File: src/rtl/usb3_ep0_in_sched.sv
// EP0 control-IN data-stage scheduler: splits the EP0 response into max-packet
// packets, handles retry/ZLP and arms EP0 when done. Optional: USB3_EP0_SCHED_STATS_EN.
module usb3_ep0_in_sched #(
  parameter int MAXPKT_BYTES = 512,
  parameter int ARM_TIMEOUT  = 255
) (
  input  logic        local_clk,
  input  logic        reset,
  input  logic        ep_hasdata,
  input  logic [10:0] ep_len,
  input  logic [15:0] req_wlen,
  output logic        ep_arm,
  input  logic        ep_arm_ack,
  output logic [8:0]  ep_addr,
  input  logic [8:0]  prot_addr,
  output logic        pkt_valid,
  output logic [10:0] pkt_len,
  output logic        pkt_last,
  input  logic        pkt_take,
  input  logic        pkt_ack,
  input  logic        pkt_retry,
  output logic        busy,
  output logic        err_arm_timeout,
`ifdef USB3_EP0_SCHED_STATS_EN
  output logic [15:0] stat_pkts,
  output logic [15:0] stat_retries,
`endif
  output logic [2:0]  dbg_state
);

  localparam int                LOG2_MAX = $clog2(MAXPKT_BYTES);
  localparam logic [10:0]       MAX_L    = 11'(MAXPKT_BYTES);
  localparam int                CNT_W    = $clog2(ARM_TIMEOUT + 1);
  localparam logic [CNT_W-1:0]  CNT_LAST = CNT_W'(ARM_TIMEOUT - 1);

  typedef enum logic [2:0] {S_IDLE, S_OFFER, S_INFLIGHT, S_ARM, S_WAIT_REL} state_t;

  state_t           state, state_d;
  logic             hasdata_q;
  logic [10:0]      remain;
  logic [8:0]       pkt_word_base;
  logic             zlp_need;
  logic [CNT_W-1:0] arm_cnt;
  logic             err_q;

  logic        start, zlp_new, do_ack, do_retry, arm_to, cur_last;
  logic [10:0] wlen_sat, total, cur_len;

  // Handshake: a packet is offered while pkt_valid; pkt_take accepts it, after
  // which exactly one of pkt_ack/pkt_retry (retry wins if both) closes it.
  assign start    = ep_hasdata && !hasdata_q;
  assign wlen_sat = (req_wlen > 16'd2047) ? 11'd2047 : req_wlen[10:0];
  assign total    = (ep_len < wlen_sat) ? ep_len : wlen_sat;
  assign zlp_new  = (total != 11'd0) && (total[LOG2_MAX-1:0] == '0) &&
                    (req_wlen > {5'd0, total});
  assign cur_len  = (remain > MAX_L) ? MAX_L : remain;
  // A pending ZLP keeps the final full packet from being marked last.
  assign cur_last = (remain <= MAX_L) && !zlp_need;
  assign do_retry = (state == S_INFLIGHT) && pkt_retry;
  assign do_ack   = (state == S_INFLIGHT) && pkt_ack && !pkt_retry;
  assign arm_to   = (state == S_ARM) && !ep_arm_ack && (arm_cnt == CNT_LAST);

  always_comb begin
    state_d = state;
    case (state)
      S_IDLE:     if (start) state_d = S_OFFER;
      S_OFFER:    if (pkt_take) state_d = S_INFLIGHT;
      S_INFLIGHT: begin
        if (do_retry)    state_d = S_OFFER;
        else if (do_ack) state_d = cur_last ? S_ARM : S_OFFER;
      end
      S_ARM: begin
        if (ep_arm_ack)  state_d = S_WAIT_REL;
        else if (arm_to) state_d = S_IDLE;
      end
      S_WAIT_REL: if (!ep_hasdata) state_d = S_IDLE;
      default:    state_d = S_IDLE;
    endcase
  end

  always_comb begin
    pkt_valid = (state == S_OFFER);
    pkt_len   = 11'd0;
    pkt_last  = 1'b0;
    if ((state == S_OFFER) || (state == S_INFLIGHT)) begin
      pkt_len  = cur_len;
      pkt_last = cur_last;
    end
    ep_arm          = (state == S_ARM);
    busy            = (state != S_IDLE);
    err_arm_timeout = err_q;
    ep_addr         = prot_addr + pkt_word_base;
    dbg_state       = state;
  end

  always_ff @(posedge local_clk) begin
    if (reset) begin
      state         <= S_IDLE;
      // Sampling the live level means hasdata held across reset is not an edge.
      hasdata_q     <= ep_hasdata;
      remain        <= 11'd0;
      pkt_word_base <= 9'd0;
      zlp_need      <= 1'b0;
      arm_cnt       <= '0;
      err_q         <= 1'b0;
    end else begin
      state     <= state_d;
      hasdata_q <= ep_hasdata;
      if ((state == S_IDLE) && start) begin
        remain        <= total;
        pkt_word_base <= 9'd0;
        zlp_need      <= zlp_new;
      end
      if (do_ack) begin
        remain        <= remain - cur_len;
        pkt_word_base <= pkt_word_base + cur_len[10:2];
        if (remain == cur_len) zlp_need <= 1'b0;
      end
      arm_cnt <= (state == S_ARM) ? arm_cnt + 1'b1 : '0;
      if (arm_to) err_q <= 1'b1;
    end
  end

`ifdef USB3_EP0_SCHED_STATS_EN
  always_ff @(posedge local_clk) begin
    if (reset) begin
      stat_pkts    <= 16'd0;
      stat_retries <= 16'd0;
    end else begin
      if (do_ack && (stat_pkts != 16'hFFFF))      stat_pkts    <= stat_pkts + 16'd1;
      if (do_retry && (stat_retries != 16'hFFFF)) stat_retries <= stat_retries + 16'd1;
    end
  end
`endif

endmodule

File: config.mk
export PLATFORM = sky130hd
export DESIGN_NAME = usb3_ep0_in_sched
export DESIGN_NICKNAME = d
export VERILOG_FILES = /design/src/rtl/usb3_ep0_in_sched.sv
export SDC_FILE = /design/constraint.sdc
export NUM_CORES = 1
export LEC_CHECK = 0
export ABC_AREA = 1
export CAP_MARGIN = 10
export CORE_ASPECT_RATIO = 0.8
export CORE_MARGIN = 2
export CORE_UTILIZATION = 30
export CTS_CLUSTER_DIAMETER = 60
export DETAILED_ROUTE_END_ITERATION = 7
export PLACE_DENSITY_LB_ADDON = 0.1
export REMOVE_ABC_BUFFERS = 1
export SETUP_SLACK_MARGIN = 0.4
export SLEW_MARGIN = 5
export SYNTH_ARGS = -nofsm -noshare
export SYNTH_HDL_FRONTEND = slang
export SYNTH_SLANG_ARGS = --single-unit
File: constraint.sdc
create_clock -name local_clk -period 4.95 [get_ports local_clk]
set_input_delay 1.485 -clock local_clk [delete_from_list [all_inputs] [get_ports local_clk]]
set_output_delay 1.485 -clock local_clk [all_outputs]
set_load 0.01 [all_outputs]
==> metrics.md <==
| Metric | Value |
|---|---|
| Status | `completed` |
| CTS clock-pin slew for the worst setup and hold paths | `roughly 0.06 ns` |
| Final core occ | `46.6%` |
| Net switching power | `around 0.32 mW` |
| CTS tree | `done` |
| Via count | `roughly 3,500` |
| Achievable frequency | `between 200 and 250 MHz` |
| TritonCTS Sinks | `34` |
| Core area | `a little over 10,000 sq um` |
| Min cycle time layout | `4.55 ns` |
| Leakage power | `~2.1 nW` |
| Clock skew | `0.00407 ns` |
| Synth top area cells | `dfxtp_1 22%, ha_1 15%, nand2_1 11%` |
| Initial Util | `between 30 and 40%` |
| Pre-Repair DR Iteration Count | `4` |
| Most common cell after layout, fill and taps aside | `nand2_1` |
| Final ANT Viol Nets | `0` |
| Worst R2R Start | `remain[10]$_SDFFE_PP0P_` |
| Largest net degree at the start of global routing | `24` |
| DRC | `0` |
| Worst setup path endpoint | `ep_addr[6]` |
| Setup slack, reg-to-reg | `1.57 ns` |
| Clock power share | `between 30% and 40%` |
| Yosys cell types | `45` |
| VDD IR max | `~0.16 mV` |
| Worst Max-Slew Pin Slew | `around 0.66 ns` |
| I/O Buffers | `between 60 and 70` |
| Sw Ratio | `33.8%` |
| Post-DR vias/cell | `4.76` |
| Critical path origin | `prot_addr[0]` |
| Reg power frac | `a little under a third` |
| Post-synth top area cell | `dfxtp_1` |
| Antenna Cells | `0` |
| Gate power share | `35.1%` |
| Filler cells | `a little over 1,000` |
| Clk buf depth | `2` |
| Crit end category | `output pin` |
| YS warnings | `0` |
| Cts bufs inserted | `5` |
| Storage element area | `681 sq um` |
| Post-CTS Hold Buffers | `0` |
| Syn Inst Count | `around 470` |
| Worst-Skew Late Latency | `around 0.28 ns` |
| Hpwl dp | `roughly 7200 microns` |
| RSZ-0062 raised after global routing | `yes` |
| Initial antenna violation count | `0` |
| Total GRT Usage | `about 18%` |
| Die X | `around 120 microns` |
| Die footprint | `between 10,000 and 15,000 sq um` |
| Req. time, crit path | `roughly 3.5 ns` |
| Cell Rows | `33` |
| PnR Total Power | `between 0.9 and 1 mW` |
| First-pass GRT wire length | `15,900 microns` |
| Final WL | `between 9000 and 10,000 microns` |
| Worst Hold Slack | `~0.46 ns` |
| Synth Cell Area | `~3000 sq um` |
| Final Cycle Share | `around nine tenths` |
| Post-Layout Cell Count | `743` |
| Critical Setup Path Class | `in -> out` |
| Share of cells above drive strength 1 | `23.1%` |
| Sequential element share of the synthesized area | `22.2%` |
| Final Hold Viols | `0` |
| Die H | `94.5 microns` |
| Critical Path Source Type | `input pin` |
| Commonest non-fill, non-tap cells in the layout | `83 x nand2_1, 66 x nor2_1, 63 x buf_4, 58 x inv_1, 55 x clkdlybuf4s50_1` |
| Vias in the first global route | `between 3,000 and 4,000` |
| Final setup fails | `0` |
| Internal power | `0.637 mW` |
| Synth-to-Final Area Change | `53.4%` |
| Count of pins over their slew limit | `0` |
| Data arrival, critical path | `about 3.1 ns` |
| Detailed Route Iter0 Violations | `183` |
| GRT overflow | `0` |
| Gpl congestion | `a little over 0.8` |
| Top-area cell type share of the netlist area | `22.2%` |
| R2r endpoint | `pkt_word_base[8]$_SDFFE_PP0P_` |
| Multi-input logic area | `between 2000 and 2500 sq um` |
| Routed len/inst | `~13 microns` |
| Post-Place Cells | `slightly above 700` |
| Reg2Reg Depth | `21` |
| Avg Inst Size Synth | `between 6 and 7 sq um` |
| Critical path fanouts, max | `2` |
| Clock Root Buffer | `clkbuf_16` |
| Hold Crit Class | `reg -> reg` |
| Seq cells post-synth | `34` |
| Rel. slew slack | `between 50% and 60%` |
| H-tree depth | `2` |
| PD cells | `around 200 nW/um^2` |
| Final Net Count | `685` |
| Num ports | `between 70 and 80` |
| Max cap viols | `0` |
[Yosys cell counts]
cell type,n
o22ai_1,3
clkinv_1,2
or2_2,3
clkbuf_1,5
nor4_1,1
nand3b_1,2
nor2_2,2
dfxtp_1,34
buf_6,1
nor3b_1,3
a21o_1,2
buf_2,1
inv_2,1
o21bai_1,3
o2111ai_1,1
a211oi_1,5
nor2_1,73
o211ai_1,1
nand2_2,2
a21oi_1,38
a31oi_1,5
xor2_1,6
and2_1,1
or2_0,2
inv_1,62
o21ai_0,12
buf_4,2
ha_1,38
conb_1,2
nor2_4,1
fa_1,2
nand3_4,1
nand3_2,2
nand2_1,87
o21a_1,2
a21oi_2,1
a311oi_1,1
o21ai_2,3
o31ai_1,2
nand4_1,14
xnor2_1,4
nor3_1,15
a211oi_2,1
nand3_1,12
o21ai_1,6
[routing by layer]
layer	global-route usage (%)	vias up	part of all wire, %
li1	-	1817	-
met1	25.9	1628	51
met2	28.9	79	44
met3	3.27	9	4.3
met4	3.73	0	0.79
met5	0	-	0
[critical path: stages]
cell,delay (ns)
buf_6,0.07
ha_4,0.13
inv_2,0.04
fa_2,0.36
o21ai_2,0.12
buf_4,0.13
a21oi_2,0.05
nor2_1,0.11
nor2_2,0.06
buf_4,0.13
buf_6,0.10
xor2_1,0.12
buf_2,0.15
[per-stage QoR]
step / setup TNS, ns / instance area (sq um) / setup WS (ns)
5_1_grt: 0 / 4710 / 0.260
3_5_place_dp: -2.01 / 4230 / -0.554
3_3_place_gp: -2.06 / 4230 / -0.622
4_1_cts: 0 / 4670 / 0.361
2_1_floorplan: 0 / 3020 / 0.484
6_report: 0 / 4710 / 0.399
[registers in the layout, summed over array words and instances, names as in the netlist]
register         cells
err_arm_timeout      1
remain              11
dbg_state            3
arm_cnt              8
zlp_need             1
pkt_word_base        9
hasdata_q            1
[what timing repair did]
| item | in CTS | in global routing |
|---|---|---|
| cloned | 1 | 0 |
| pin swaps | 36 | 23 |
| gates resized for setup | 69 | 16 |
| setup endpoints to repair | 9 | 5 |
| buffers inserted | 19 | 3 |
[worst min path at each step]
| stage | startpoint | endpoint | depth (start not counted) |
|---|---|---|---|
| global route | arm_cnt[0]$_SDFF_PP0_ | arm_cnt[0]$_SDFF_PP0_ | 1 |
| floorplan | arm_cnt[0]$_SDFF_PP0_ | arm_cnt[0]$_SDFF_PP0_ | 1 |
| global placement | arm_cnt[0]$_SDFF_PP0_ | arm_cnt[0]$_SDFF_PP0_ | 1 |
| CTS | arm_cnt[0]$_SDFF_PP0_ | arm_cnt[0]$_SDFF_PP0_ | 1 |
| finish | arm_cnt[0]$_SDFF_PP0_ | arm_cnt[0]$_SDFF_PP0_ | 1 |
| detailed placement | arm_cnt[0]$_SDFF_PP0_ | arm_cnt[0]$_SDFF_PP0_ | 1 |
[power by group through the flow]
stage               sequential [mW]  clock [mW]  combinational (mW)
CTS                           0.301       0.333               0.334
global route                  0.303       0.347               0.372
global placement              0.307           0               0.316
floorplan                     0.306           0               0.164
finish                        0.301       0.323               0.338
detailed placement            0.306           0               0.319
[final cells by class]
type	instances	share of cell area, %
tap	140	3.72
clock inverter	2	0.266
sequential	34	14.4
timing repair buffer	136	24.9
inverter	65	5.28
multi-input combinational	360	48.5
clock buffer	6	2.95
[kinds of logic (layout without fill, tap and decap cells)]
group                      Yosys count  in the layout  share of synthesized area (%)
other                                2              2                          0.244
AOI/OAI and AO/OA                   86             86                           16.5
DFF                                 34             34                           22.2
buffers and inverters               74            209                           9.57
adders and majority gates           40             40                           16.8
and+or+nand+nor                    221            222                           31.9
xor gates and xnor gates            10             10                           2.85
No activity file was read; power rests on OpenSTA's default activity.
